==> src/rtl/spi_master_fifo.sv <==
// MMIO SPI master (mode 0, MSB first) with a TX FIFO of {ignore, byte} entries
// and an RX FIFO of captured response bytes, read back through the data register.
module spi_master_fifo #(
  parameter int unsigned TX_DEPTH = 8,
  parameter int unsigned RX_DEPTH = 8,
  parameter int unsigned CLK_DIV  = 4
) (
  input  logic       clk,
  input  logic       rst_n,
  input  logic       spi_wr,
  input  logic       spi_rd,
  input  logic       spi_addr_sel,
  input  logic [7:0] spi_din,
  input  logic       spi_ignore_response,
  output logic [7:0] spi_dout,
  output logic       spi_buffer_full,
  output logic       spi_buffer_empty,
  output logic       spi_data_avail,
  output logic       sclk,
  output logic       mosi,
  input  logic       miso,
  output logic       cs_n
);

  localparam int unsigned BYTE_W = 8;
  localparam int unsigned TX_AW  = $clog2(TX_DEPTH);
  localparam int unsigned RX_AW  = $clog2(RX_DEPTH);
  localparam int unsigned DIV_W  = (CLK_DIV > 1) ? $clog2(CLK_DIV) : 1;
  localparam int unsigned BIT_W  = 3;

  typedef enum logic [2:0] {
    S_IDLE,
    S_SETUP,
    S_SHIFT,
    S_DONE,
    S_HOLD
  } state_t;

  state_t             state;
  logic [DIV_W-1:0]   div_cnt;
  logic [BIT_W-1:0]   bit_cnt;
  logic               rise_half;
  logic [BYTE_W-1:0]  tx_sh;
  logic [BYTE_W-1:0]  rx_sh;
  logic               ign_q;
  logic [1:0]         miso_sync;
  logic               miso_s;
  logic               div_end;

  // TX FIFO: pointers carry an extra wrap bit to tell full from empty
  logic [BYTE_W:0]    tx_mem [TX_DEPTH];
  logic [TX_AW:0]     tx_wr_ptr;
  logic [TX_AW:0]     tx_rd_ptr;
  logic               tx_empty;
  logic               tx_full;
  logic               tx_push;
  logic               tx_pop;
  logic [BYTE_W:0]    tx_head;

  logic [BYTE_W-1:0]  rx_mem [RX_DEPTH];
  logic [RX_AW:0]     rx_wr_ptr;
  logic [RX_AW:0]     rx_rd_ptr;
  logic               rx_empty;
  logic               rx_full;
  logic               rx_push;
  logic               rx_pop;

  assign tx_empty = (tx_wr_ptr == tx_rd_ptr);
  assign tx_full  = (tx_wr_ptr[TX_AW] != tx_rd_ptr[TX_AW]) &&
                    (tx_wr_ptr[TX_AW-1:0] == tx_rd_ptr[TX_AW-1:0]);
  assign tx_push  = spi_wr && !tx_full;
  assign tx_pop   = !tx_empty && ((state == S_IDLE) || (state == S_DONE));
  assign tx_head  = tx_mem[tx_rd_ptr[TX_AW-1:0]];

  assign rx_empty = (rx_wr_ptr == rx_rd_ptr);
  assign rx_full  = (rx_wr_ptr[RX_AW] != rx_rd_ptr[RX_AW]) &&
                    (rx_wr_ptr[RX_AW-1:0] == rx_rd_ptr[RX_AW-1:0]);
  assign rx_push  = (state == S_DONE) && !ign_q && !rx_full;
  assign rx_pop   = spi_rd && !spi_addr_sel && !rx_empty;

  // Flags and read data come straight from FIFO state so the same-cycle latch sees pre-pop values
  assign spi_dout         = rx_empty ? '0 : rx_mem[rx_rd_ptr[RX_AW-1:0]];
  assign spi_buffer_full  = tx_full;
  assign spi_buffer_empty = tx_empty && (state == S_IDLE);
  assign spi_data_avail   = !rx_empty;

  assign miso_s  = miso_sync[1];
  assign div_end = (div_cnt == DIV_W'(CLK_DIV - 1));

  always_ff @(posedge clk) begin
    if (tx_push) begin
      tx_mem[tx_wr_ptr[TX_AW-1:0]] <= {spi_ignore_response, spi_din};
    end
  end

  always_ff @(posedge clk) begin
    if (rx_push) begin
      rx_mem[rx_wr_ptr[RX_AW-1:0]] <= rx_sh;
    end
  end

  always_ff @(posedge clk or negedge rst_n) begin
    if (!rst_n) begin
      tx_wr_ptr <= '0;
      tx_rd_ptr <= '0;
      rx_wr_ptr <= '0;
      rx_rd_ptr <= '0;
      miso_sync <= '0;
    end else begin
      if (tx_push) tx_wr_ptr <= tx_wr_ptr + (TX_AW+1)'(1);
      if (tx_pop)  tx_rd_ptr <= tx_rd_ptr + (TX_AW+1)'(1);
      if (rx_push) rx_wr_ptr <= rx_wr_ptr + (RX_AW+1)'(1);
      if (rx_pop)  rx_rd_ptr <= rx_rd_ptr + (RX_AW+1)'(1);
      miso_sync <= {miso_sync[0], miso};
    end
  end

  // Shift engine: each SHIFT bit is a rising half (sample) followed by a falling half (next MOSI bit)
  always_ff @(posedge clk or negedge rst_n) begin
    if (!rst_n) begin
      state     <= S_IDLE;
      div_cnt   <= '0;
      bit_cnt   <= '0;
      rise_half <= 1'b0;
      tx_sh     <= '0;
      rx_sh     <= '0;
      ign_q     <= 1'b0;
      sclk      <= 1'b0;
      mosi      <= 1'b0;
      cs_n      <= 1'b1;
    end else begin
      case (state)
        S_IDLE: begin
          div_cnt <= '0;
          if (!tx_empty) begin
            tx_sh <= tx_head[BYTE_W-1:0];
            ign_q <= tx_head[BYTE_W];
            mosi  <= tx_head[BYTE_W-1];
            cs_n  <= 1'b0;
            state <= S_SETUP;
          end
        end

        S_SETUP: begin
          if (div_end) begin
            div_cnt   <= '0;
            sclk      <= 1'b1;
            rise_half <= 1'b1;
            bit_cnt   <= BIT_W'(BYTE_W - 1);
            rx_sh     <= {rx_sh[BYTE_W-2:0], miso_s};
            state     <= S_SHIFT;
          end else begin
            div_cnt <= div_cnt + DIV_W'(1);
          end
        end

        S_SHIFT: begin
          if (div_end) begin
            div_cnt <= '0;
            if (rise_half) begin
              sclk      <= 1'b0;
              rise_half <= 1'b0;
              if (bit_cnt != '0) begin
                mosi  <= tx_sh[BYTE_W-2];
                tx_sh <= {tx_sh[BYTE_W-2:0], 1'b0};
              end
            end else if (bit_cnt != '0) begin
              bit_cnt   <= bit_cnt - BIT_W'(1);
              sclk      <= 1'b1;
              rise_half <= 1'b1;
              rx_sh     <= {rx_sh[BYTE_W-2:0], miso_s};
            end else begin
              state <= S_DONE;
            end
          end else begin
            div_cnt <= div_cnt + DIV_W'(1);
          end
        end

        S_DONE: begin
          div_cnt <= '0;
          if (!tx_empty) begin
            tx_sh <= tx_head[BYTE_W-1:0];
            ign_q <= tx_head[BYTE_W];
            mosi  <= tx_head[BYTE_W-1];
            state <= S_SETUP;
          end else begin
            state <= S_HOLD;
          end
        end

        S_HOLD: begin
          if (div_end) begin
            div_cnt <= '0;
            cs_n    <= 1'b1;
            state   <= S_IDLE;
          end else begin
            div_cnt <= div_cnt + DIV_W'(1);
          end
        end

        default: begin
          state <= S_IDLE;
        end
      endcase
    end
  end

endmodule

==> config.mk <==
export PLATFORM = sky130hd
export DESIGN_NAME = spi_master_fifo
export DESIGN_NICKNAME = d
export VERILOG_FILES = /design/src/rtl/spi_master_fifo.sv
export SDC_FILE = /design/constraint.sdc
export NUM_CORES = 1
export LEC_CHECK = 0
export ABC_CLOCK_PERIOD_IN_PS = 4450
export CORE_AREA = 2 2 120 122
export DETAILED_ROUTE_END_ITERATION = 6
export DIE_AREA = 0 0 122 124
export PLACE_DENSITY = 0.71
export SLEW_MARGIN = 20
export SYNTH_ARGS = -nofsm -noshare
export SYNTH_HDL_FRONTEND = slang
export SYNTH_SLANG_ARGS = --single-unit
==> constraint.sdc <==
create_clock -name clk -period 4.45 [get_ports clk]
set_clock_uncertainty 0.05 [all_clocks]
set_input_delay 0.89 -clock clk [delete_from_list [all_inputs] [get_ports clk]]
set_output_delay 0.89 -clock clk [all_outputs]
set_load 0.005 [all_outputs]
# Word level (Yosys, flattened, before mapping)
# Memory sizes are Yosys's and may differ from the RTL's.
# Cells that the tools add are included.
[word_totals]
register_bits = 46
word_cells = 122
mem_bits_rw = 136
mem_count = 2
output_inout_bits = 14
input_bits = 15
[mem_list]
columns = ["name", "words", "word_bits", "read_ports", "rd_ports_with_merged_regs", "write_ports", "line", "source"]
rows = [
  ["tx_mem", 8, 9, 1, 0, 1, "51", "logic [BYTE_W:0] tx_mem [TX_DEPTH];"],
  ["rx_mem", 8, 8, 1, 0, 1, "60", "logic [BYTE_W-1:0] rx_mem [RX_DEPTH];"],
]
[op_classes]
mux = 46
n_bitwise = 1
eq_ne = 21
n_reduce_logical = 31
n_addsub = 6
[ops]
columns = ["operator", "count"]
rows = [
  ["two-way mux 8 bit", 5],
  ["two-way mux 3 bit", 11],
  ["two-way mux 7 bit", 4],
  ["!= test 2 bit, second input constant", 9],
  ["adder 4 x 1 -> 4 bit, second input constant", 4],
  ["two-way mux 1 bit", 16],
  ["one-hot mux 8 bit (2 select lines)", 1],
  ["one-hot mux 3 bit (5 select lines)", 1],
  ["one-hot mux 7 bit (2 select lines)", 1],
  ["AND reduction 5 bit", 2],
  ["logical AND 1 bit", 9],
  ["equality test 4 bit", 2],
  ["one-hot mux 1 bit (2 select lines)", 4],
  ["nonzero test 2 bit", 4],
  ["equality test 3 x 2 -> 1 bit, second input constant", 2],
  ["equality test 3 bit", 2],
  ["zero test 1 bit", 6],
  ["one-hot mux 3 bit (2 select lines)", 1],
  ["AND reduction 3 bit", 2],
  ["AND reduction 6 bit", 1],
  ["one-hot mux 2 bit (2 select lines)", 1],
  ["AND reduction 4 bit", 1],
  ["equality test 3 x 1 -> 1 bit, second input constant", 1],
  ["equality test 3 bit, second input constant", 1],
  ["13 further kinds", 14],
]

# Longest topological paths before layout
# Gate-level depths: netlist of run 1.
[logic_depth]
depth_word = 6
depth_mapped = 7
ltp_nobuf = 6

# Worst setup path after synthesis of run 1
# OpenSTA, ideal clock, no wires.
[synth_timing]
path_type = "register to output"
start = "register tx_rd_ptr[0]"
end = "output spi_buffer_empty"
arrival_time_ps = 1646
path_slack_ps = 1864
t_required_ps = 3510
stages_incl_launch_ff = 6
path_buffers = 2
cell_sequence = "dfrtp_1 buf_2 xor2_1 or4b_4 buf_2 nor4_1"
[synth_between]
elab_chain_cells = 2
[synth_lines]
columns = ["item", "line", "source"]
rows = [
  ["start: declaration", "53", "logic [TX_AW:0] tx_rd_ptr;"],
  ["start signal: assignment", "111", "if (tx_pop) tx_rd_ptr <= tx_rd_ptr + (TX_AW+1)'(1);"],
  ["equality test 4 bit", "68", "assign tx_empty = (tx_wr_ptr == tx_rd_ptr);"],
  ["logical AND 1 bit", "84", "assign spi_buffer_empty = tx_empty && (state == S_IDLE);"],
  ["end: declaration", "17", "output logic spi_buffer_empty,"],
]
# No other way between the ends.

# Worst setup path after layout of run 1
[layout_timing]
start = "register tx_rd_ptr[1]"
end = "output spi_buffer_empty"
# Same word-level chain as after synthesis.

==> metrics.md, run 1 <==
| Metric | Value |
|---|---|
| Comb power frac | 0.315 |
| Reg-to-Reg Start | state[1]$_DFFE_PN0P_ |
| Flop-to-flop setup slack | 1.72 ns |
| TritonCTS clock tree | built |
| Least-Margin Pin Slew | 0.983 ns |
| # hold bufs at CTS | 0 |
| Initial antenna violation count | 0 |
| Syn Area/Cell | 16.3 um2 |
| Sw Ratio | 0.325 |
| Cts repair resizes | 0 |
| Residual DRC | 0 |
| CP required | 3.51 ns |
| Critical Path AT | 2.60 ns |
| Final Cycle Share | 0.796 |
| Hold crit path type | reg -> reg |
| # diodes | 0 |
| Ys async rst share | 0.253 |
| CP endpoint kind | output pin |
| Reg power frac | 0.438 |
| Clock latency on the worst-skew pair | 0.43 ns |
| Root Buffer Master | clkbuf_16 |
| CP cell instances | xor2_1 -> or4b_4 -> nor4_1 -> clkdlybuf4s50_1 |
| Largest net degree at the start of global routing | 47 |
| Routed Antenna Nets | 0 |
| Number of global-route vias before repair | 4064 |
| Post-synth EDFFs | 136 |
| Area grow syn2layout | 13.8% |
| Class of the most critical setup path | reg -> out |
| CTS sink count | 182 |
| Syn Std Cell Area | 7520 um2 |
| Via-per-instance ratio | 5.77 |
| Hpwl dp | 8170 um |
| Max-slew headroom | 0.342 |
| Hold depth | 0 |
| CP top delay family | simple AND/OR/NAND/NOR gates |
| Initial core utilization | 0.548 |
| Crit path largest cell delay | 0.65 ns |
| Sw Pwr | 1.89 mW |
| Fmax | 0.282 GHz |
| RSZ-0062 raised after global routing | no |
| Hold path startpoint | miso_sync[0]$_DFF_PN0_ |
| Worst setup SP type | flip-flop |
| Yosys reg bits | 182 |
| Max clock buf depth | 2 |
| Hold Path Sink | miso_sync[1]$_DFF_PN0_ |
| Gr ovfl total | 0 |
| P_leak | 3.08 nW |
| Synth warn | 0 |
| Core area | 13700 um2 |
| Max capacitance violation total | 0 |
| Iteration-0 DRC Markers | 244 |
| Status | complete, no violations |
| Internal power | 3.92 mW |
| Fin. Hold Viols | 0 |
| Unique masters post-synth | 51 |
| Cells after synthesis | 461 |
| Register Area | 5240 um2 |
| Multi-input gate area | 2130 um2 |
| Fillers | 992 |
| Routability Congestion | 0.719 |
| R2R cell count | 4 |
| Worst r2r dst | rx_mem[2][7]$_DFFE_PP_ |
| Inst Count DP | 654 |
| TritonCTS Buffers | 17 |
| First-pass DRT Iterations | 4 |
| Die X | 122 um |
| Share of post-route cells with drive strength above 1 | 0.160 |
| Drt total wl | 12900 um |
| Setup bufs post-CTS | 0 |
| H-tree depth | 4 |
| First-pass GRT wire length | 21100 um |
| IO Port Bufs | 28 |
| Post-route setup TNS | 0 ns |
| Die area | 15100 um2 |
| Final worst path period need | 3.54 ns |
| Nets | 515 |
| Slowest cell on the critical path | or4b_4 |
| Max FO, Critical Path | 12 |
| Sequential area share after synthesis | 0.696 |
| Die height | 124 um |
| Final Setup Violations | 0 |
| Clock slew at reported path FFs | 0.07 ns |
| Post-route insts no fill | 686 |
| Power Density | 679 nW/um2 |
| Top Ports | 29 |
| Wire per inst | 18.8 um |
| GRT Util Overall | 0.190 |
| Most common flop cell mapped by yosys | edfxtp_1 |
| Final slew viol count | 0 |
| Peak supply drop | 0.000436 V |
| Routed vias | 3960 |
| # rows | 43 |
| Synth Net Count | 483 |
| Clk pwr share | 0.247 |
| Crit path buf inv count | 1 |
==> state kept, by name (all words and copies together) (netlist names) <==
name,cells
tx_mem,72
rx_mem,64
rx_sh,8
tx_sh,7
rx_rd_ptr,4
rx_wr_ptr,4
tx_rd_ptr,4
tx_wr_ptr,4
bit_cnt,3
state,3
div_cnt,2
miso_sync,2
cs_n,1
ign_q,1
mosi,1
rise_half,1
sclk,1
==> area by class of cell <==
| class | instances | share of cell area |
|---|---|---|
| clock buffers | 19 | 0.0506 |
| well taps | 180 | 0.0263 |
| repair buffers | 39 | 0.0418 |
| multi-input cells | 243 | 0.249 |
| flip-flops and latches | 182 | 0.612 |
| clock inverters | 13 | 0.0155 |
| inverters | 10 | 0.00439 |
==> power by group through the flow <==
| stage | clock, mW | combinational (mW) | sequential [mW] |
|---|---|---|---|
| 2_1_floorplan | 0 | 1.47 | 2.38 |
| 3_3_place_gp | 0 | 1.78 | 2.55 |
| 3_5_place_dp | 0 | 1.84 | 2.58 |
| 4_1_cts | 1.46 | 1.85 | 2.54 |
| 5_1_grt | 1.53 | 2.04 | 2.59 |
| 6_report | 1.43 | 1.83 | 2.54 |
==> Yosys cell counts, drive strengths merged, types with 2 or more instances <==
| cell | instances | share of area |
|---|---|---|
| a21oi | 4 | 0.0027 |
| a22oi | 2 | 0.0020 |
| a32o | 7 | 0.0093 |
| a32oi | 2 | 0.0023 |
| buf | 13 | 0.0093 |
| clkbuf | 13 | 0.0067 |
| dfrtp | 45 | 0.15 |
| edfxtp | 136 | 0.54 |
| ha | 7 | 0.012 |
| inv | 10 | 0.0050 |
| mux2 | 11 | 0.016 |
| mux2i | 38 | 0.051 |
| mux4 | 20 | 0.060 |
| nand2 | 17 | 0.0088 |
| nand2b | 10 | 0.0083 |
| nand3 | 3 | 0.0020 |
| nand3b | 3 | 0.0030 |
| nor2 | 26 | 0.013 |
| nor3 | 8 | 0.0053 |
| nor4 | 2 | 0.0017 |
| nor4b | 2 | 0.0023 |
| nor4bb | 2 | 0.0027 |
| o211ai | 2 | 0.0020 |
| o21a | 7 | 0.0070 |
| o21ai | 3 | 0.0020 |
| o22ai | 14 | 0.012 |
| o2bb2ai | 2 | 0.0023 |
| o41ai | 2 | 0.0033 |
| or2 | 3 | 0.0025 |
| or3 | 9 | 0.0075 |
| xnor2 | 11 | 0.013 |
| xor2 | 13 | 0.015 |
==> worst max-delay path by stage <==
stage	startpoint	end	slack, ns	depth (start not counted)
finish	tx_rd_ptr[1]$_DFFE_PN0P_	spi_buffer_empty	0.91	4
global route	rx_rd_ptr[1]$_DFFE_PN0P_	spi_dout[3]	0.75	5
CTS	tx_rd_ptr[1]$_DFFE_PN0P_	spi_buffer_empty	0.88	4
detailed placement	tx_rd_ptr[1]$_DFFE_PN0P_	spi_buffer_empty	1.35	4
global placement	tx_rd_ptr[1]$_DFFE_PN0P_	spi_buffer_empty	1.37	4
floorplan	tx_rd_ptr[0]$_DFFE_PN0P_	spi_buffer_empty	1.86	5
==> layer usage <==
metal	wire [um]	track usage
met5	0	0
met4	242	0.0876
met3	440	0.0375
met2	6880	0.330
met1	5370	0.231
==> kinds of logic after synthesis <==
kind of cell / after synthesis / share of synthesized area
AO/OA/AOI/OAI: 53 / 0.0536
XOR/XNOR: 24 / 0.0280
adder cells (fa/ha/maj): 7 / 0.0116
buffers and inverters: 36 / 0.0210
flip-flops: 182 / 0.696
multiplexers: 69 / 0.127
AND/OR/NAND/NOR: 90 / 0.0626
==> metrics by stage <==
| step | setup WS, ns | instance area [um2] | util | hold slack (ns) | total power [mW] |
|---|---|---|---|---|---|
| 3_3_place_gp | 1.37 | 7990 | 0.582 | 0.292 | 4.33 |
| 5_1_grt | 0.752 | 8560 | 0.624 | 0.331 | 6.16 |
| 2_1_floorplan | 1.86 | 7520 | - | 0.281 | 3.84 |
| 4_1_cts | 0.880 | 8560 | 0.624 | 0.320 | 5.86 |
| 6_report | 0.906 | 8560 | 0.624 | 0.315 | 5.81 |
| 3_5_place_dp | 1.35 | 7990 | 0.582 | 0.306 | 4.42 |
==> layout by cell type, fill, tap and decap left out, types with 3 or more instances in the layout <==
| cell | netlist | routed |
|---|---|---|
| nor2_1 | 26 | 26 |
| clkdlybuf4s50_1 | 0 | 27 |
| o22ai_1 | 14 | 14 |
| nand2b_1 | 10 | 10 |
| or3_1 | 9 | 9 |
| xnor2_1 | 11 | 11 |
| inv_6 | 0 | 6 |
| nor3_1 | 8 | 8 |
| mux2_2 | 11 | 11 |
| ha_1 | 7 | 7 |
| clkbuf_16 | 0 | 17 |
| nand3_1 | 3 | 3 |
| buf_4 | 2 | 11 |
| edfxtp_1 | 136 | 136 |
| o21a_1 | 7 | 7 |
| xor2_1 | 13 | 13 |
| nand2_1 | 16 | 16 |
| o21ai_0 | 3 | 3 |
| dfrtp_1 | 45 | 44 |
| inv_1 | 10 | 10 |
| mux2i_1 | 38 | 38 |
| clkinvlp_4 | 0 | 3 |
| mux4_2 | 20 | 20 |
| nand3b_1 | 3 | 3 |
| a21oi_1 | 4 | 4 |
| a32o_1 | 7 | 7 |
Power figures use the tool's default switching activity.
==> run 2, diff against run 1 <==
Settings changed: ABC_CLOCK_PERIOD_IN_PS 4450 to 2900, CORE_AREA 2 2 120 122 to 2 2 122 124, DIE_AREA 0 0 122 124 to 0 0 124 126, PLACE_DENSITY 0.71 to 0.72.
Clock period 4.45 ns to 2.9 ns, I/O delays scaled along.
==> run 2 against run 1 <==
Compared with the run above:
- core utilization is 1.1 points lower
- largest cell class unchanged
- combinational power up 70%
- global-route usage decreased by 1.3 points
- worst hold slack worse by 0.11 ns
- design area is 2.5% higher
- register-to-register slack lost 1.1 ns
- die area rose by 3.3%
- sequential power increased by 48%
- worst setup slack got worse by 0.80 ns
==> metrics.md, run 2 (synthesis results as in run 1) <==
| Metric | Value |
|---|---|
| # rows | 44 (+2.3%) |
| Flop-to-flop setup slack | 0.60 ns (-1.12 ns) |
| Clock latency on the worst-skew pair | 0.42 ns (about the same) |
| TritonCTS Buffers | 17 (unchanged) |
| Max reg flops | 72 (unchanged) |
| Fin. Hold Viols | 0 (unchanged) |
| Routed Antenna Nets | 0 (unchanged) |
| IO Port Bufs | 28 (unchanged) |
| Max FO, Critical Path | 20 (+8) |
| Placed inst area | 8150 um2 (+2.0%) |
| Die X | 124 um (+1.6%) |
| Wire per inst | 18.1 um (-3.9%) |
| Routed vias | 4042 (+2.1%) |
| Status | complete, no violations |
| Die height | 126 um (+1.6%) |
| Hold crit path type | in -> async |
| Critical Path AT | 2.16 ns (-0.44 ns) |
| CP endpoint kind | output pin |
| Final slew viol count | 0 (unchanged) |
| GRT Max-Usage Layer | met2 |
| Fillers | 1050 (+5.8%) |
| CTS sink count | 182 (unchanged) |
| Final Setup Violations | 0 (unchanged) |
| Max clock buf depth | 2 (unchanged) |
| TritonCTS clock tree | built |
| Routability Congestion | 0.745 (+3.6%) |
| Least-Margin Pin Slew | 0.813 ns (-0.171 ns) |
| Drt total wl | 12900 um (-0.43%) |
| Worst setup SP type | flip-flop |
| Total Power | 9.02 mW (+55%) |
| Reg-to-Reg Start | state[0]$_DFFE_PN0P_ |
| Worst r2r dst | rx_mem[0][7]$_DFFE_PP_ |
| Top Ports | 29 (unchanged) |
| P_leak | 3.29 nW (+6.6%) |
| Max capacitance violation total | 0 (unchanged) |
| Die area | 15600 um2 (+3.3%) |
| Via-per-instance ratio | 5.68 (-1.5%) |
| First-pass DRT Iterations | 7 (+3) |
| Residual DRC | 0 (unchanged) |
| Final Cycle Share | 0.962 |
| Core area | 14300 um2 (+4.3%) |
| Initial antenna violation count | 0 (unchanged) |
| Final core occ | 0.613 (-0.0111) |
| H-tree depth | 4 (unchanged) |
| RSZ-0062 raised after global routing | no |
| WHS | 0.201 ns (-0.114 ns) |
| Class of the most critical setup path | reg -> out |
| Clock slew at reported path FFs | 0.06 ns (about the same) |
| Nets | 536 (+4.1%) |
| First-pass GRT wire length | 20600 um (-2.6%) |
| Met2 usage | 0.307 (-0.0233) |
| Post-route insts no fill | 711 (+3.6%) |
| GRT Util Overall | 0.177 (-0.0125) |
| Routing usage on met3 | 0.0489 (+0.0114) |
| # diodes | 0 (unchanged) |
| Most common cell after layout, fill and taps aside | edfxtp_1 |
| Met1 Usage GRT | 0.215 (-0.0158) |
| Inst Count DP | 677 (+3.5%) |
| Area grow syn2layout | 16.6% |
| Post-route setup TNS | 0 ns (unchanged) |
| Post-place setup slack | 0.356 ns (-0.993 ns) |
| Iteration-0 DRC Markers | 185 (-24%) |
| Max-slew headroom | 0.458 (+0.116) |
| Initial core utilization | 0.525 (-0.0228) |
| Share of post-route cells with drive strength above 1 | 0.197 (+0.0373) |
| Hpwl dp | 8410 um (+3.0%) |
| Final worst slack | 0.110 ns (-0.796 ns) |
| Fin area | 8770 um2 (+2.5%) |
| Power Density | 1030 nW/um2 (+52%) |
| CP required | 2.27 ns (-1.24 ns) |
| Fmax | 0.358 GHz |
| Gr ovfl total | 0 (unchanged) |
| # hold bufs at CTS | 0 (unchanged) |
| Largest net degree at the start of global routing | 36 (-23%) |
| Final worst path period need | 2.79 ns |
| Number of global-route vias before repair | 3991 (-1.8%) |
| R2R cell count | 5 (+1) |
| Root Buffer Master | clkbuf_16 |
| Peak supply drop | 0.000523 V (+20%) |
| Most frequent cells in the layout | edfxtp_1 (136), dfrtp_1 (44), mux2i_1 (38) |
[run 2: cell count changes in the layout (fill, tap and decap cells not counted), moves of 3 or more]
| cell | previous run | this run |
|---|---|---|
| clkinvlp_4 | 3 | 0 |
| clkinv_4 | 0 | 5 |
| buf_4 | 11 | 31 |
| dlymetal6s2s_1 | 0 | 7 |
| clkdlybuf4s50_1 | 27 | 19 |
[run 2: per-layer routing]
metal  vias to the layer above  part of all wire
met5                         -                 0
met4                         0             0.016
met3                        21             0.033
met2                        71              0.53
met1                      2066              0.42
li1                       1884                 -
[run 2: worst max path at each step]
stage,start,endpoint,slack [ns],cells past startpoint
2_1_floorplan,tx_wr_ptr[0]$_DFFE_PN0P_,tx_mem[2][0]$_DFFE_PP_,0.50,5
3_3_place_gp,tx_rd_ptr[3]$_DFFE_PN0P_,spi_buffer_empty,0.39,4
3_5_place_dp,tx_rd_ptr[3]$_DFFE_PN0P_,spi_buffer_empty,0.36,4
4_1_cts,rx_rd_ptr[0]$_DFFE_PN0P_,spi_dout[0],0.01,6
5_1_grt,rx_rd_ptr[0]$_DFFE_PN0P_,spi_data_avail,0.007,6
6_report,rx_rd_ptr[0]$_DFFE_PN0P_,spi_dout[2],0.11,6
[run 2: layout make-up]
cell class | count | area [um2] | share of cell area
clock buffer | 22 | 464 | 0.0529
multi-input combinational | 243 | 2160 | 0.247
clock inverter | 10 | 90.1 | 0.0103
inverter | 10 | 37.5 | 0.00428
tap | 184 | 230 | 0.0263
timing repair buffer | 60 | 544 | 0.0621
sequential | 182 | 5240 | 0.597
[run 2: what timing repair did]
action / 4_1_cts / 5_1_grt
endpoints found under the setup margin: 1 / 9
pin swaps: 0 / 1
setup buffers: 0 / 1
cloned: 0 / 1
gates resized for setup: 2 / 14
[run 2: power breakdown]
| part | internal (mW) | switching (mW) |
|---|---|---|
| Clock | 1.17 | 0.956 |
| Combinational | 1.55 | 1.58 |
| Sequential | 3.39 | 0.381 |
| Total | 6.10 | 2.91 |
[run 2: critical path: stages, from the launching register on]
cell and delay, ns:
dfrtp_1 0.40, buf_12 0.18, xor2_2 0.21, nor4b_4 0.28, buf_4 0.19, nor2_1 0.05
clkdlybuf4s50_1 0.43
